--- src/rtl/lenet_pkg.sv ---
// lenet_pkg: shared constants and types for the LeNet datapath.
//   DATA_W        sample width of the conv / pool stages
//   CONV_OUT_DIM  side of the feature map produced by conv_2d
//   POOL_OUT_DIM  side of the map produced by maxpool_2x2
//   sample_t      signed sample type
package lenet_pkg;
  localparam int DATA_W       = 16;
  localparam int CONV_OUT_DIM = 24;
  localparam int POOL_OUT_DIM = CONV_OUT_DIM / 2;

  typedef logic signed [DATA_W-1:0] sample_t;
endpackage

--- src/rtl/pool_linebuf.sv ---
// pool_linebuf: one-row buffer of horizontal maxima for the 2x2 max-pool.
// One write port, one combinational read port, no reset (every entry is
// written on an even row before the following odd row reads it).
//   clk    clock, writes on rising edge
//   we     write enable
//   waddr  write address (0..DEPTH-1)
//   wdata  write data
//   raddr  read address (0..DEPTH-1)
//   rdata  read data, combinational
module pool_linebuf #(
  parameter int DEPTH  = 12,
  parameter int DATA_W = 16,
  parameter int AW     = 4
) (
  input  logic              clk,
  input  logic              we,
  input  logic [AW-1:0]     waddr,
  input  logic [DATA_W-1:0] wdata,
  input  logic [AW-1:0]     raddr,
  output logic [DATA_W-1:0] rdata
);

  logic [DATA_W-1:0] mem [DEPTH];

  always_ff @(posedge clk) begin
    if (we) mem[waddr] <= wdata;
  end

  assign rdata = mem[raddr];

endmodule

--- src/rtl/maxpool_2x2.sv ---
// maxpool_2x2: streaming 2x2 max-pool with optional fused ReLU.
// Consumes an IN_DIM x IN_DIM raster-order map of signed samples and emits
// the (IN_DIM/2) x (IN_DIM/2) pooled map in raster order.
//   clk        clock, rising edge
//   rst        synchronous active-high reset
//   in_valid   input beat present
//   in_ready   block can accept an input beat
//   in_data    signed conv result, row-major
//   out_valid  pooled result present
//   out_ready  downstream accepts the pooled result
//   out_data   signed pooled result
//   out_last   marks the final pooled result of a frame
module maxpool_2x2 #(
  parameter int IN_DIM = lenet_pkg::CONV_OUT_DIM,
  parameter int DATA_W = lenet_pkg::DATA_W,
  parameter int RELU   = 1
) (
  input  logic              clk,
  input  logic              rst,
  input  logic              in_valid,
  output logic              in_ready,
  input  logic [DATA_W-1:0] in_data,
  output logic              out_valid,
  input  logic              out_ready,
  output logic [DATA_W-1:0] out_data,
  output logic              out_last
);

  localparam int OUT_DIM = IN_DIM / 2;
  localparam int CW      = $clog2(IN_DIM);
  localparam int AW      = CW - 1;

  function automatic logic signed [DATA_W-1:0] smax(
    input logic signed [DATA_W-1:0] a,
    input logic signed [DATA_W-1:0] b
  );
    return (a > b) ? a : b;
  endfunction

  function automatic logic signed [DATA_W-1:0] relu_clamp(
    input logic signed [DATA_W-1:0] x
  );
    if ((RELU != 0) && (x < 0)) return '0;
    return x;
  endfunction

  logic [CW-1:0]            row_p0;
  logic [CW-1:0]            col_p0;
  logic signed [DATA_W-1:0] hold_p0;
  logic signed [DATA_W-1:0] din;
  logic signed [DATA_W-1:0] hmax;
  logic signed [DATA_W-1:0] pmax;
  logic signed [DATA_W-1:0] pooled;
  logic [DATA_W-1:0]        lb_rd;
  logic [AW-1:0]            lb_addr;
  logic                     accept;
  logic                     row_last;
  logic                     col_last;
  logic                     lb_we;
  logic                     load;

  // Stall on every beat while a result is stuck, not only on producing beats.
  assign in_ready = !out_valid || out_ready;
  assign accept   = in_valid && in_ready;

  assign row_last = (row_p0 == CW'(IN_DIM - 1));
  assign col_last = (col_p0 == CW'(IN_DIM - 1));
  assign lb_addr  = col_p0[CW-1:1];

  assign din    = $signed(in_data);
  assign hmax   = smax(hold_p0, din);
  assign pmax   = smax($signed(lb_rd), hmax);
  assign pooled = relu_clamp(pmax);

  // Even rows park their horizontal max; odd rows combine and emit.
  assign lb_we = accept && col_p0[0] && !row_p0[0];
  assign load  = accept && col_p0[0] && row_p0[0];

  pool_linebuf #(
    .DEPTH  (OUT_DIM),
    .DATA_W (DATA_W),
    .AW     (AW)
  ) u_linebuf (
    .clk   (clk),
    .we    (lb_we),
    .waddr (lb_addr),
    .wdata (hmax),
    .raddr (lb_addr),
    .rdata (lb_rd)
  );

  // Stage p0: position counters and even-column hold register
  always_ff @(posedge clk) begin
    if (rst) begin
      row_p0  <= '0;
      col_p0  <= '0;
      hold_p0 <= '0;
    end else if (accept) begin
      if (col_last) begin
        col_p0 <= '0;
        row_p0 <= row_last ? '0 : row_p0 + 1'b1;
      end else begin
        col_p0 <= col_p0 + 1'b1;
      end
      if (!col_p0[0]) hold_p0 <= din;
    end
  end

  // Output register: a load wins over a simultaneous drain
  always_ff @(posedge clk) begin
    if (rst) begin
      out_valid <= 1'b0;
      out_data  <= '0;
      out_last  <= 1'b0;
    end else if (load) begin
      out_valid <= 1'b1;
      out_data  <= pooled;
      out_last  <= row_last && col_last;
    end else if (out_valid && out_ready) begin
      out_valid <= 1'b0;
    end
  end

endmodule

--- config.mk ---
export PLATFORM = sky130hd
export DESIGN_NAME = maxpool_2x2
export DESIGN_NICKNAME = d
export VERILOG_FILES = /design/src/rtl/lenet_pkg.sv /design/src/rtl/pool_linebuf.sv /design/src/rtl/maxpool_2x2.sv
export SDC_FILE = /design/constraint.sdc
export NUM_CORES = 1
export LEC_CHECK = 0
export CAP_MARGIN = 15
export CORE_UTILIZATION = 55
export CTS_CLUSTER_SIZE = 10
export DETAILED_ROUTE_END_ITERATION = 8
export GPL_TIMING_DRIVEN = 0
export PLACE_DENSITY_LB_ADDON = 0.12
export SETUP_SLACK_MARGIN = 0.4
export SLEW_MARGIN = 40
export SYNTH_ARGS = -nofsm -noshare
export SYNTH_HDL_FRONTEND = slang
export SYNTH_HIERARCHICAL = 1
export SYNTH_SLANG_ARGS = --single-unit
--- constraint.sdc ---
create_clock -name clk -period 4.6 [get_ports clk]
set_clock_uncertainty 0.05 [all_clocks]
set_input_delay 0.46 -clock clk [delete_from_list [all_inputs] [get_ports clk]]
set_output_delay 0.46 -clock clk [all_outputs]
set_load 0.02 [all_outputs]
==> summary.md <==
| Metric | Value |
|---|---|
| Fin worst setup slack | 0.3523 ns |
| Placer Congestion | 0.8249 |
| Hold WC Path Type | input port to flip-flop |
| Global-route wire length before repair | 34,530 microns |
| Clk Latency, worst-skew pair | 0.52 ns |
| CTS Hold Bufs | 0 |
| DRT iter0 DRCs | 388 |
| Antenna violations before repair | 0 |
| R2R depth | 21 |
| Static Leakage | 4.287 nW |
| Htree depth | 1 |
| Routed WL | 22,600 microns |
| Nets | 817 |
| Drt drc | 0 |
| Final Critical Period | 4.248 ns |
| Most common cell after layout, fill and taps aside | edfxtp_1 |
| Flop pwr share | 0.503 |
| WP data required | 4.98 ns |
| RSZ-0062 raised after global routing | true |
| Min-delay src | in_data[1] |
| Die height | 137.6 microns |
| Async SR Flop Fraction | 0 |
| EDFF count, synth | 192 |
| Max cap viols | 0 |
| Hold path cells | 3 |
| WHS | 0.2991 ns |
| Clock share of power | 0.393 |
| IO Count | 39 |
| Sw Share | 0.2261 |
| Tcrit/Tclk final | 0.9234 |
| Post-synthesis adder-cell area fraction | 0.03961 |
| Share of layout cells above drive strength 1 | 0.2366 |
| Combinational power share | 0.105 |
| Top cells by area, synth | edfxtp_1 57%, dfxtp_1 8.5%, mux4_2 6.5%, mux2i_1 4.6%, ha_1 4.0% |
| Hold EP | hold_p0[1] |
| Syn_area_per_cell | 15.11 sq um |
| Final setup fails | 0 |
| Pin slew with the least headroom to its limit | 0.6159 ns |
| Mux contribution to synthesized area | 0.1213 |
| Setup Slack @ Placement | -1.030 ns |
| Synthesized area | 10,110 sq um |
| CP max FO | 7 |
| Drt pass-1 iters | 5 |
| Peak supply drop | 0.3283 mV |
| Hold Fails Final Rpt | 0 |
| Ant. Diodes | 0 |
| DR vias | 6,074 |
| Gate Count Post-Synth | 669 |
| CTS tree | built |
| Vias in the first global route | 6,249 |
| Post-synthesis cell type count | 55 |
| Post-synthesis compound-gate area fraction | 0.07910 |
| Largest net degree at the start of global routing | 17 |
| FF-to-FF Start | hold_p0[5] |
| Area grow syn2layout | 22.12% |
| Crit Path Class | flip-flop to flip-flop |
| Sink Count | 235 |
| Initial Util | 0.5627 |
| Drt wl/cell | 22.27 microns |
| Crit. Startpoint | hold_p0[5] |
| Pint | 3.665 mW |
| YS warnings | 6 |
| Switch Pwr | 1.071 mW |
| Area leader, netlist | edfxtp_1 |
| Reg2Reg Capture Point | out_data[3] |
| Rel. slew slack | 0.5879 |
| Arr. time, crit path | 4.63 ns |
| IO buf count | 37 |
| GR Util All Layers | 0.2502 |
| Vias per cell | 5.984 |
| Setup crit end kind | flip-flop |
| Max Slew Vio Count | 0 |
| Total gr overflow | 0 |
| R2R setup slack | 0.35 ns |
| Xor and xnor fraction of the mapped netlist area | 0.004333 |
| Clock-pin slew on the worst setup and hold paths | 0.06 ns |
| FMAX | 235.4 MHz |
| Sequential-to-total area share from yosys stat | 0.6556 |
| Main combinational cell family by area after synthesis | multiplexers |
| FP Rows | 49 |
| Power per cell area | 383.7 nW/um^2 |
| Die area | 18,920 sq um |
| Top flip-flop cell by instance count after synthesis | edfxtp_1 |
| Commonest non-fill, non-tap cells in the layout | 192 x edfxtp_1, 65 x nand2_1, 49 x inv_1 |
| CTS Buf Count | 27 |
| Die X | 137.6 microns |
| Antenna Violating Nets Remaining | 0 |
| Startpoint Class | flip-flop |
| Top cell type's share of synthesized area | 0.5704 |
| Core ar. | 17,960 sq um |
| Status | finished clean |
| Post-synthesis register bit count | 235 |
| Synthesized Nets | 721 |
| Synth Area in Simple Gates | 0.06326 |
| Max clock buf depth | 3 |
| Root Buffer | clkbuf_16 |
| Post-DP HPWL | 15,030 microns |
==> cells in the mapped netlist (3+ instances only) <==
cell type  number
buf_1           5
nand3_1         5
inv_1          49
a21oi_1        31
edfxtp_1      192
nand2b_1        6
dfxtp_1        43
mux4_2         29
o221ai_1       20
buf_6           4
mux2i_1        46
nor2_1         21
xor2_1          3
o21ai_0         4
mux4_1          3
a22oi_1        16
a21o_1          5
ha_1           32
clkbuf_1       12
nand4_1         5
nor2b_1         5
nand2_1        67
or3_1           3
nand3b_1        5
nor3_1          9
buf_2           4
o221ai_2       10
==> worst max-delay path, cell delays in order, from the launching register on <==
cell and delay (ns):
dfxtp_2 0.34, ha_4 0.24, a21oi_2 0.11, o21ai_1 0.07
a2111o_1 0.49, o31a_4 0.34, nand2_8 0.10, buf_12 0.16
mux2i_4 0.25, ha_2 0.20, a21o_1 0.12, a21o_1 0.10
a21o_1 0.12, a21oi_2 0.06, o21ai_2 0.24, nor2b_4 0.08
a21oi_4 0.18, o41ai_4 0.12, or3_1 0.34, buf_6 0.16
buf_12 0.14, o221ai_2 0.14
==> kinds of logic after synthesis <==
group                    after synthesis
AO/OA/AOI/OAI                        102
flip-flops                           235
buffers and inverters                 78
other                                  1
AND/OR/NAND/NOR                      136
adder cells (fa/ha/maj)               32
multiplexers                          80
XOR/XNOR                               5
==> power groups by stage <==
stage	registers, mW	clock network (mW)	logic, mW
6_report	2.38	1.86	0.495
3_5_place_dp	2.42	0	0.411
4_1_cts	2.38	1.90	0.485
3_3_place_gp	2.42	0	0.386
2_1_floorplan	2.42	0	0.280
5_1_grt	2.38	1.98	0.541
==> what timing repair did <==
item	4_1_cts	5_1_grt
buffers inserted	15	2
cloned	1	0
endpoints found under the setup margin	15	15
resized for setup	77	9
pin swaps	29	2
==> stage by stage <==
stage               total power, mW  setup TNS [ns]    util  instances  cell area [sq um]
floorplan                     2.696               0       -        669              10170
global placement              2.805          -18.17  0.6028        935              10830
detailed placement            2.833          -14.64  0.6151        947              11050
CTS                           4.762               0  0.6839       1013              12290
global route                  4.904               0  0.6871       1015              12340
finish                        4.736               0  0.6871       1015              12340
==> registers in the layout, indices dropped and copies added, names as in the netlist <==
register	count
out_last	1
u_linebuf/mem	192
row_p0	5
col_p0	5
hold_p0	16
out_data	15
out_valid	1
==> per-layer routing <==
layer,vias to the layer above,part of all wire,track usage
met5,-,0,0
met3,50,0.056,0.03606
met1,3043,0.42,0.3264
li1,2768,-,-
met2,213,0.49,0.4274
met4,0,0.033,0.08974
==> how the worst max path moves through the flow <==
stage | depth (start not counted) | slack [ns] | to
3_3_place_gp | 18 | -0.98 | out_data[3]
6_report | 21 | 0.35 | out_data[3]
2_1_floorplan | 19 | 0.41 | out_data[1]
5_1_grt | 21 | 0.20 | out_data[4]
4_1_cts | 20 | 0.39 | out_data[3]
3_5_place_dp | 23 | -1.03 | out_data[10]
==> layout make-up <==
cell class / instances / area, sq um
tap: 229 / 286.5
clock inverter: 2 / 12.51
clock buffer: 48 / 754.5
sequential: 235 / 6653
buffer: 29 / 209.0
multi-input combinational: 356 / 3600
timing repair buffer: 67 / 644.4
fill: 1189 / 5620
inverter: 49 / 183.9
Note: power is estimated with default switching activity, not from simulation.
